## src/rtl/flex_event_detector_pkg.sv

```systemverilog
// Shared definitions for the flex event detector: state encoding, widths, helpers.
package flex_event_detector_pkg;
  localparam int SAMPLE_W = 15;
  localparam int CNT_W    = 8;

  typedef logic [1:0] state_t;
  localparam state_t ST_LOW    = 2'd0;
  localparam state_t ST_ARM_HI = 2'd1;
  localparam state_t ST_HIGH   = 2'd2;
  localparam state_t ST_ARM_LO = 2'd3;

  typedef logic signed [SAMPLE_W-1:0] sample_t;
  localparam sample_t SAMPLE_MIN = {1'b1, {(SAMPLE_W-1){1'b0}}};

  function automatic sample_t smax(input sample_t a, input sample_t b);
    return (a > b) ? a : b;
  endfunction

  function automatic logic [CNT_W-1:0] sat_inc(input logic [CNT_W-1:0] c);
    return (&c) ? c : c + 1'b1;
  endfunction
endpackage

```

## src/rtl/flex_event_detector_tick.sv

```systemverilog
// Evaluation strobe: one-clock tick every DECIM clocks, first one DECIM clocks after reset.
module flex_tick_gen #(
  parameter int DECIM = 64
) (
  input  logic clock_in,
  input  logic reset,
  output logic tick
);
  localparam logic [15:0] LAST = 16'(DECIM - 1);

  logic [15:0] cnt_q, cnt_d;

  always_comb begin
    tick  = (cnt_q == LAST);
    cnt_d = tick ? '0 : cnt_q + 16'd1;
  end

  always_ff @(posedge clock_in) begin
    if (reset) cnt_q <= '0;
    else       cnt_q <= cnt_d;
  end
endmodule

```

## src/rtl/flex_event_detector.sv

```systemverilog
// Hysteresis + dwell event detector on a decimated sample stream.
// Optional peak capture of each HIGH episode when FLEX_PEAK_TRACK_EN is defined.
module flex_event_detector
  import flex_event_detector_pkg::*;
#(
  parameter logic signed [14:0] THR_HI = 15'sd4000,
  parameter logic signed [14:0] THR_LO = 15'sd2000,
  parameter int DWELL = 8,
  parameter int DECIM = 64
) (
  input  logic                clock_in,
  input  logic                reset,
  input  logic signed [14:0]  signal_in,
  output logic                bent,
  output logic                rise_evt,
  output logic                fall_evt,
  output logic signed [14:0]  peak_out
);
  localparam logic [CNT_W-1:0] DWELL_C = CNT_W'(DWELL);

  logic tick;
  flex_tick_gen #(.DECIM(DECIM)) u_tick (
    .clock_in (clock_in),
    .reset    (reset),
    .tick     (tick)
  );

  state_t           state_q, state_d;
  logic [CNT_W-1:0] cnt_q, cnt_d, cnt_inc;
  logic             bent_q, bent_d, rise_q, rise_d, fall_q, fall_d;
  logic             is_hi, is_lo;

  always_comb begin
    state_d = state_q;
    cnt_d   = cnt_q;
    rise_d  = 1'b0;
    fall_d  = 1'b0;
    is_hi   = (signal_in >= THR_HI);
    is_lo   = (signal_in <= THR_LO);
    cnt_inc = sat_inc(cnt_q);
    if (tick) begin
      case (state_q)
        ST_LOW: if (is_hi) begin
          if (DWELL == 1) begin state_d = ST_HIGH; rise_d = 1'b1; end
          else begin state_d = ST_ARM_HI; cnt_d = 8'd1; end
        end
        ST_ARM_HI: if (is_hi) begin
          cnt_d = cnt_inc;
          if (cnt_inc >= DWELL_C) begin state_d = ST_HIGH; cnt_d = '0; rise_d = 1'b1; end
        end else begin
          state_d = ST_LOW; cnt_d = '0;
        end
        ST_HIGH: if (is_lo) begin
          if (DWELL == 1) begin state_d = ST_LOW; fall_d = 1'b1; end
          else begin state_d = ST_ARM_LO; cnt_d = 8'd1; end
        end
        default: if (is_lo) begin
          cnt_d = cnt_inc;
          if (cnt_inc >= DWELL_C) begin state_d = ST_LOW; cnt_d = '0; fall_d = 1'b1; end
        end else begin
          state_d = ST_HIGH; cnt_d = '0;
        end
      endcase
    end
    // bent follows the committed level, so arming states keep the old one
    bent_d = (state_d == ST_HIGH) || (state_d == ST_ARM_LO);
  end

  always_ff @(posedge clock_in) begin
    if (reset) begin
      state_q <= ST_LOW;
      cnt_q   <= '0;
      bent_q  <= 1'b0;
      rise_q  <= 1'b0;
      fall_q  <= 1'b0;
    end else begin
      state_q <= state_d;
      cnt_q   <= cnt_d;
      bent_q  <= bent_d;
      rise_q  <= rise_d;
      fall_q  <= fall_d;
    end
  end

  assign bent     = bent_q;
  assign rise_evt = rise_q;
  assign fall_evt = fall_q;

`ifdef FLEX_PEAK_TRACK_EN
  sample_t run_pk_q, run_pk_d, pk_out_q, pk_out_d, pk_max;

  always_comb begin
    pk_max   = smax(run_pk_q, signal_in);
    run_pk_d = run_pk_q;
    pk_out_d = pk_out_q;
    if (tick) begin
      run_pk_d = (state_q == ST_LOW) ? signal_in : pk_max;
      // any landing in LOW (idle, aborted arm, completed fall) re-arms the tracker
      if (state_d == ST_LOW) run_pk_d = SAMPLE_MIN;
      if (fall_d)            pk_out_d = pk_max;
    end
  end

  always_ff @(posedge clock_in) begin
    if (reset) begin
      run_pk_q <= SAMPLE_MIN;
      pk_out_q <= '0;
    end else begin
      run_pk_q <= run_pk_d;
      pk_out_q <= pk_out_d;
    end
  end

  assign peak_out = pk_out_q;
`else
  assign peak_out = '0;
`endif
endmodule
```

## config.mk

```make
export PLATFORM = sky130hd
export DESIGN_NAME = flex_event_detector
export DESIGN_NICKNAME = d
export VERILOG_FILES = /design/src/rtl/flex_event_detector_pkg.sv /design/src/rtl/flex_event_detector_tick.sv /design/src/rtl/flex_event_detector.sv
export SDC_FILE = /design/constraint.sdc
export NUM_CORES = 1
export LEC_CHECK = 0
export CORE_MARGIN = 2
export CORE_UTILIZATION = 35
export DETAILED_ROUTE_END_ITERATION = 12
export DONT_BUFFER_PORTS = 1
export HOLD_SLACK_MARGIN = 0.12
export PLACE_DENSITY_LB_ADDON = 0.3
export SLEW_MARGIN = 30
export SYNTH_ARGS = -nofsm -noshare
export SYNTH_HDL_FRONTEND = slang
export SYNTH_SLANG_ARGS = --single-unit
```

## constraint.sdc

```tcl
create_clock -name clock_in -period 2.1 [get_ports clock_in]
set_clock_uncertainty 0.1 [all_clocks]
set_input_delay 0.315 -clock clock_in [delete_from_list [all_inputs] [get_ports clock_in]]
set_output_delay 0.315 -clock clock_in [all_outputs]
set_load 0.02 [all_outputs]
```

### After elaboration in Yosys (flattened, before gate mapping)

Index checks and enable logic that the tools add are counted.

| word-level totals | value |
|---|---|
| register bits after elaboration | 29 |
| output and inout port bits | 18 |
| word-level logic and storage cells | 45 |

| operators by class | value |
|---|---|
| add/sub/neg operators | 2 |
| $lt $le $gt $ge | 3 |
| equal/unequal tests | 7 |
| multiplexer cells | 16 |
| bitwise operators | 4 |
| reductions and logical operators | 7 |

Operators with widths:

| kind | number |
|---|---|
| $mux 8 | 6 |
| $pmux 8 s3 | 1 |
| $add 16x1->16 const B | 1 |
| $eq 16x6->1 const B | 1 |
| $ge 15x13->1 const B | 1 |
| $le 15x12->1 const B | 1 |
| $mux 2 | 7 |
| $add 8x1->8 const B | 1 |
| $ge 8x4->1 const B | 1 |
| $reduce_and 8->1 | 1 |
| $eq 2x2->1 const B | 3 |
| $pmux 2 s3 | 1 |
| $reduce_or 6->1 | 1 |
| $ne 2x2->1 const B | 2 |
| $not 1->1 | 4 |
| $reduce_or 4->1 | 1 |
| $reduce_and 3->1 | 1 |
| $eq 2x1->1 const B | 1 |
| $logic_not 2->1 | 1 |
| $reduce_or 2->1 | 1 |
| $logic_or 1x1->1 | 1 |
| $mux 1 | 1 |

### Depth between registers and ports, before layout

Gate-level depths: netlist of the first run.

| logic depth | value |
|---|---|
| word-level depth | 9 |
| mapped depth | 7 |
| mapped depth without buffers | 6 |

### Cells and area by module

From an unflattened synthesis of the first run, not the netlist that was laid out.

| second synthesis, totals | value |
|---|---|
| cells, all modules | 162 |
| area, all modules | 1480.2 µm² |

By module, submodules not included:

| module | times used | cells each | area an instance (µm²) | seq. area each (µm²) |
|---|---|---|---|---|
| flex_event_detector | 1 | 82 | 750.7 | 260.2 |
| flex_tick_gen | 1 | 80 | 729.4 | 320.3 |

### Worst setup path after synthesis of the first run

Ideal clock, no wire load.

| timing path | value |
|---|---|
| path type | flip-flop to flip-flop |
| from | register u_tick.cnt_q[0] |
| to | register bent_q, in the netlist bent |
| setup time | 0.119 ns |
| arrival time | 1.703 ns |
| setup slack | 0.178 ns |
| stages on the path, launching flop included | 7 |
| clock period less this slack | 1.922 ns |
| cells stage by stage | dfxtp_1 ha_1 and3_1 and3_4 and4_1 or2b_2 o221a_1 |

| on the way | value |
|---|---|
| longest elaborated chain between the ends | 4 |
| elaborated cells on any way between the ends | 5 |
| classes of those cells | 3 x eq/ne; 1 x mux; 1 x reduce/logical |

Ends and longest elaborated chain:

| item | RTL line | text |
|---|---|---|
| start: declaration | flex_event_detector_tick.sv:11 | `logic [15:0] cnt_q, cnt_d;` |
| start signal: assignment | flex_event_detector_tick.sv:20 | `else cnt_q <= cnt_d;` |
| $eq 16x6->1 (*) | flex_event_detector_tick.sv:14 | `tick = (cnt_q == LAST);` |
| $mux 2 (*) | flex_event_detector.sv:41 | `if (tick) begin` |
| $eq 2x2->1 | flex_event_detector.sv:66 | `bent_d = (state_d == ST_HIGH) \|\| (state_d == ST_ARM_LO);` |
| $logic_or 1x1->1 (*) | flex_event_detector.sv:66 |  |
| end signal: assignment | flex_event_detector.sv:79 | `bent_q <= bent_d;` |
| end: declaration | flex_event_detector.sv:30 | `logic bent_q, bent_d, rise_q, rise_d, fall_q, fall_d;` |

Every way passes the cells marked *; elsewhere a longest branch is shown, timed or not.
A chain may end at the register's enable or synchronous reset.

### Worst setup path in the final report of the first run

| timing path | value |
|---|---|
| from | register u_tick.cnt_q[1] |
| to | register bent_q, in the netlist bent |

Same word-level chain as after synthesis.

==> results of run 1 <==
[registers in the layout, summed over array words and instances, names as in the netlist]
register      cells
bent              1
cnt_q             8
fall_evt          1
rise_evt          1
state_q           2
u_tick.cnt_q     16
[cell usage after synthesis, drive strengths merged, types with 2 or more instances]
master and count:
and3 6, nand4 6, and2 2, dfxtp 29
xnor2 10, a311o 2, buf 16, nor4 4
nand2 5, or3 3, inv 6, nor2 20
or2 2, nand2b 2, o221a 2, o211ai 3
a31oi 2, ha 2, nand3 8, nor3 7
xor2 4, o21ai 2, nor3b 6
[power breakdown]
part	internal (uW)	switching [uW]	total (uW)
clock network	386	203	589
registers	555	4.30	560
logic	17.5	44.2	61.7
total	959	251	1210
[final timing paths]
| check | start | end | slack (ps) | depth (start not counted) |
|---|---|---|---|---|
| hold / removal | reset | cnt_q[2] | 180 | 3 |
| hold reg to reg | u_tick.cnt_q[0] | u_tick.cnt_q[0] | 330 | 1 |
| setup reg to reg | u_tick.cnt_q[1] | bent | 110 | 6 |
| setup / recovery | u_tick.cnt_q[1] | bent | 110 | 6 |
[cells by family (layout without fill, tap and decap cells)]
group / after synthesis / after routing
other: 1 / 15
buffers and inverters: 24 / 20
muxes: 1 / 1
DFF: 29 / 29
adders and majority gates: 2 / 2
and+or+nand+nor: 77 / 77
xor gates and xnor gates: 14 / 14
AOI/OAI and AO/OA: 22 / 22
[per-stage QoR]
| stage | std cells | worst slack (ps) | instance area, um^2 |
|---|---|---|---|
| after global placement | 221 | 106.2 | 1567 |
| after detailed placement | 221 | 70.76 | 1567 |
| after global routing | 232 | 8.877 | 1728 |
| after floorplan | 184 | 178.0 | 1595 |
| final | 232 | 112.7 | 1728 |
| after CTS | 230 | 66.36 | 1693 |
[layout make-up]
class                           count  area, um^2
Clock buffer                        7       86.33
Clock inverter                      1       30.03
Fill cell                         441        2566
Inverter                            7       26.28
Multi-Input combinational cell    131       885.9
Sequential cell                    29       581.8
Tap cell                           52       65.06
Timing Repair Buffer                5       52.55
[worst max-delay path: stages, from the launching register on]
cell and delay, ps:
dfxtp_1 350, ha_1 190, and3_4 210, and3_4 200, and4_2 260, or2b_2 340
o221a_1 240
[routing by layer]
metal	global-route usage [%]	up-vias	part of all wire, %
li1	-	607	-
met1	15.60	548	46
met2	17.40	27	47
met3	3.319	4	4.3
met4	5.128	0	1.8
met5	0	-	0
[repair_timing]
action,in CTS,in global routing
setup endpoints to repair,0,10
buffers inserted,0,2
hold endpoints to repair,9,0
hold buffers,1,0
resized for setup,0,6
==> impl_metrics.json, run 1 <==
{
  "cp-end-kind": "flop",
  "avgSynthCellArea_um2": 9.075,
  "synth-adder-area-share_pct": 1.622,
  "yosys.area_share.xor_xnor_pct": 7.948,
  "yosys.area_share.simple_pct": 28.71,
  "dp_hpwl_um": 1999,
  "clk_pin_slew_worst_paths_ps": 60,
  "synth_compound_area_share_pct": 13.54,
  "finalMaxSlewViolations": 0,
  "critPathMaxFanout": 4,
  "root_buffer": "clkbuf_8",
  "numCtsBuffers": 5,
  "cp-start-kind": "flop",
  "timing.fmax_ghz": 0.5032,
  "synth_top_area_share_pct": 37.63,
  "cp.required_ps": 2170,
  "viasPerCell": 5.112,
  "mostFrequentLayoutCells": "28 x dfxtp_1, 19 x nor2_1, 15 x conb_1",
  "yosys_warnings": 0,
  "period_share_pct": 94.63,
  "maxCapViolCount": 0,
  "die_area_mm2": 0.004955,
  "power_uw": 1210,
  "synth_edf_count": 0,
  "yosysTopAreaCell": "dfxtp_1",
  "grt_pass1_wl_um": 4636,
  "cts_max_level": 2,
  "drt_pre_antenna_iters": 4,
  "gp_congestion": 0.6986,
  "gr-total-overflow": 0,
  "arrival_ps": 2050,
  "wl_per_cell_um": 11.73,
  "synth_cell_types": 51,
  "clock_sinks": 29,
  "powerDensity_mw_per_mm2": 700.5,
  "die_x_um": 70.39,
  "finalSetupViolCount": 0,
  "finalSetupTns_ps": 0,
  "portBuffers": 0,
  "final_common_cell": "dfxtp_1",
  "coreArea_mm2": 0.004294,
  "syn_inst": 170,
  "postSynth.asyncResetShare_pct": 0,
  "layout_min_cycle_time_ps": 1987,
  "vdd_drop_max_v": 0.0003121,
  "syn_area_mm2": 0.001543,
  "post-route-drc-count": 0,
  "ys_seq_area_share_pct": 37.63,
  "yosys_register_bits": 29,
  "critical_path_class": "flop to flop",
  "die_h_um": 70.39,
  "wl_um": 2721,
  "grt_usage_pct": 11.66,
  "whs_ps": 179.7,
  "grt_pass1_vias": 1019,
  "ys_top_cells_by_area": "dfxtp_1 38%, buf_4 7.3%, xnor2_1 5.7%",
  "muxShareOfSynthArea_pct": 0.7299,
  "hold_class": "primary input to flop",
  "pin_count": 35,
  "initial_core_util_pct": 35.93,
  "grt_setup_unrepaired": "no",
  "utilization_pct": 40.24,
  "cts_tree": "built",
  "clockBufferDepth": 2,
  "final_antenna_net_count": 0,
  "drt-initial-drc-count": 52,
  "yosys_most_used_dff": "dfxtp_1",
  "synth_top_family_by_area": "simple AND/OR/NAND/NOR gates",
  "clk_latency_ps": 270,
  "power_leakage_uw": 0.0005973,
  "core.rowCount": 24,
  "grt_max_degree": 15,
  "drive_gt1_share_pct": 13.89,
  "antenna_found_initial": 0,
  "vias": 1186,
  "antenna_cells": 0,
  "outcome": "finished clean",
  "area_growth_pct": 12.00,
  "final_nets": 198,
  "hold_viol": 0
}
(Power assumes the default switching activity.)
==> run 2, diff against run 1 <==
Settings changed: CTS_BUF_LIST from default to sky130_fd_sc_hd__clkbuf_4 sky130_fd_sc_hd__clkbuf_8.
==> run 2 against run 1 <==
Net effect:
- maximum frequency about the same
- final cell count unchanged
- sequential power about the same
- critical endpoint unchanged
- global-route usage is 0.090 points higher
- hold slack lost 0.60 ps
- sequential share of layout area decreased by 0.073 points
- worst setup slack barely moved
- critical path type unchanged
==> impl_metrics.json, run 2 (synthesized netlist as in run 1, its figures left out) <==
{
  "outcome": "finished clean",
  "drive_gt1_share_pct": 14.44,
  "critical_path_class": "flop to flop",
  "arrival_ps": 2050,
  "finalSetupTns_ps": 0,
  "finalSetupViolCount": 0,
  "cp-end-kind": "flop",
  "gr-total-overflow": 0,
  "root_buffer": "clkbuf_8",
  "reg2regPathDepth": 6,
  "portBuffers": 0,
  "maxCapViolCount": 0,
  "gp_congestion": 0.6986,
  "numCtsBuffers": 5,
  "intPower_uw": 972.0,
  "layout_min_cycle_time_ps": 1987,
  "crit_path_start": "u_tick.cnt_q[1]",
  "antenna_found_initial": 0,
  "regToRegStartpoint": "u_tick.cnt_q[1]",
  "power_leakage_uw": 0.0006007,
  "grt_usage_pct": 11.75,
  "die_x_um": 70.39,
  "final_common_cell": "dfxtp_1",
  "final_nets": 198,
  "reg.largest.list": "u_tick.cnt_q: 16 flops, cnt_q: 8 flops, state_q: 2 flops",
  "final.setup.worst_slack_ps": 113.1,
  "mostFrequentLayoutCells": "28 x dfxtp_1, 19 x nor2_1, 15 x conb_1",
  "powerDensity_mw_per_mm2": 705.9,
  "hold_viol": 0,
  "cp.required_ps": 2170,
  "place_area_mm2": 0.001567,
  "period_share_pct": 94.61,
  "postLayoutCellArea_mm2": 0.001732,
  "clk_pin_slew_worst_paths_ps": 60,
  "grt_max_degree": 15,
  "cp-start-kind": "flop",
  "die_h_um": 70.39,
  "hold_class": "primary input to flop",
  "r2r-end": "bent",
  "cts_tree": "built",
  "largest_register_ffs": 16,
  "antenna_cells": 0,
  "whs_path_depth": 3,
  "drt-initial-drc-count": 59,
  "timing.fmax_ghz": 0.5033,
  "p_comb_share_pct": 5.0,
  "cts_max_level": 2,
  "swShare_pct": 20.48,
  "initial_core_util_pct": 35.93,
  "grt_pass1_vias": 1022,
  "nFillCells": 443,
  "r2r_slack_ps": 110,
  "wl_um": 2731,
  "critPathMaxFanout": 4,
  "pin_count": 35,
  "clock_sinks": 29,
  "drt_pre_antenna_iters": 4,
  "place_inst": 221,
  "wl_per_cell_um": 11.77,
  "grt_setup_unrepaired": "no",
  "vias": 1187,
  "final_antenna_net_count": 0,
  "area_growth_pct": 12.25,
  "p_switching_uw": 250.3,
  "pre_cts_ws_ps": 70.76,
  "instances_no_fill": 232,
  "clockPowerShare_pct": 49.2,
  "p_seq_share_pct": 45.8,
  "vdd_drop_max_v": 0.0003107,
  "clockBufferDepth": 2,
  "core.rowCount": 24,
  "dp_hpwl_um": 1999,
  "post-route-drc-count": 0,
  "power_uw": 1222,
  "crit_path_end": "bent",
  "finalMaxSlewViolations": 0,
  "die_area_mm2": 0.004955,
  "coreArea_mm2": 0.004294,
  "grt_pass1_wl_um": 4692,
  "viasPerCell": 5.116,
  "clk_latency_ps": 270,
  "top_register": "u_tick.cnt_q"
}
[run 2: cell counts in the layout (fill, tap and decap cells not counted)]
Identical to the previous run, type by type.
[run 2: how the worst min path moves through the flow]
stage / start / end
3_3_place_gp: reset / cnt_q[4]
2_1_floorplan: u_tick.cnt_q[0] / u_tick.cnt_q[0]
4_1_cts: reset / cnt_q[2]
3_5_place_dp: reset / cnt_q[4]
5_1_grt: reset / cnt_q[2]
6_report: reset / cnt_q[2]
[run 2: what timing repair did]
| item | in CTS | in global routing |
|---|---|---|
| resized for setup | 0 | 6 |
| hold buffers | 1 | 0 |
| setup buffers | 0 | 2 |
| endpoints found under the setup margin | 0 | 10 |
| endpoints found under the hold margin | 9 | 0 |
[run 2: area by class of cell]
| cell class | count | area [um^2] | area share [%] |
|---|---|---|---|
| Inverter | 7 | 26.28 | 1.517 |
| Clock buffer | 7 | 90.09 | 5.202 |
| Timing Repair Buffer | 5 | 52.55 | 3.035 |
| Tap cell | 52 | 65.06 | 3.757 |
| Clock inverter | 1 | 30.03 | 1.734 |
| Sequential cell | 29 | 581.8 | 33.60 |
| Multi-Input combinational cell | 131 | 885.9 | 51.16 |
[run 2: per-layer routing]
layer	wire length, um	global-route usage, %	up-vias	part of all wire, %
met3	124	3.463	4	4.5
li1	-	-	607	-
met5	0	0	-	0
met1	1259	15.69	548	46
met4	46	5.342	0	1.7
met2	1300	17.40	28	48
[run 2: worst max-delay path: stages, from the launching register on]
cell and delay, ps:
dfxtp_1 350, ha_1 190, and3_4 210, and3_4 200
and4_2 260, or2b_2 340, o221a_1 240
[run 2: through the flow]
stage | hold WS [ps] | util, %
floorplan | 329.5 | -
global placement | 287.4 | 36.48
detailed placement | 288.6 | 36.48
CTS | 175.6 | 39.51
global route | 201.2 | 40.33
finish | 179.1 | 40.33
[run 2: power by group through the flow]
stage | Combinational (uW) | Clock, uW | Sequential (uW)
after global routing | 67.5 | 642 | 560
after global placement | 57.3 | 0 | 571
final | 61.7 | 601 | 560
after floorplan | 70.8 | 0 | 571
after detailed placement | 57.1 | 0 | 571
after CTS | 61.5 | 616 | 559
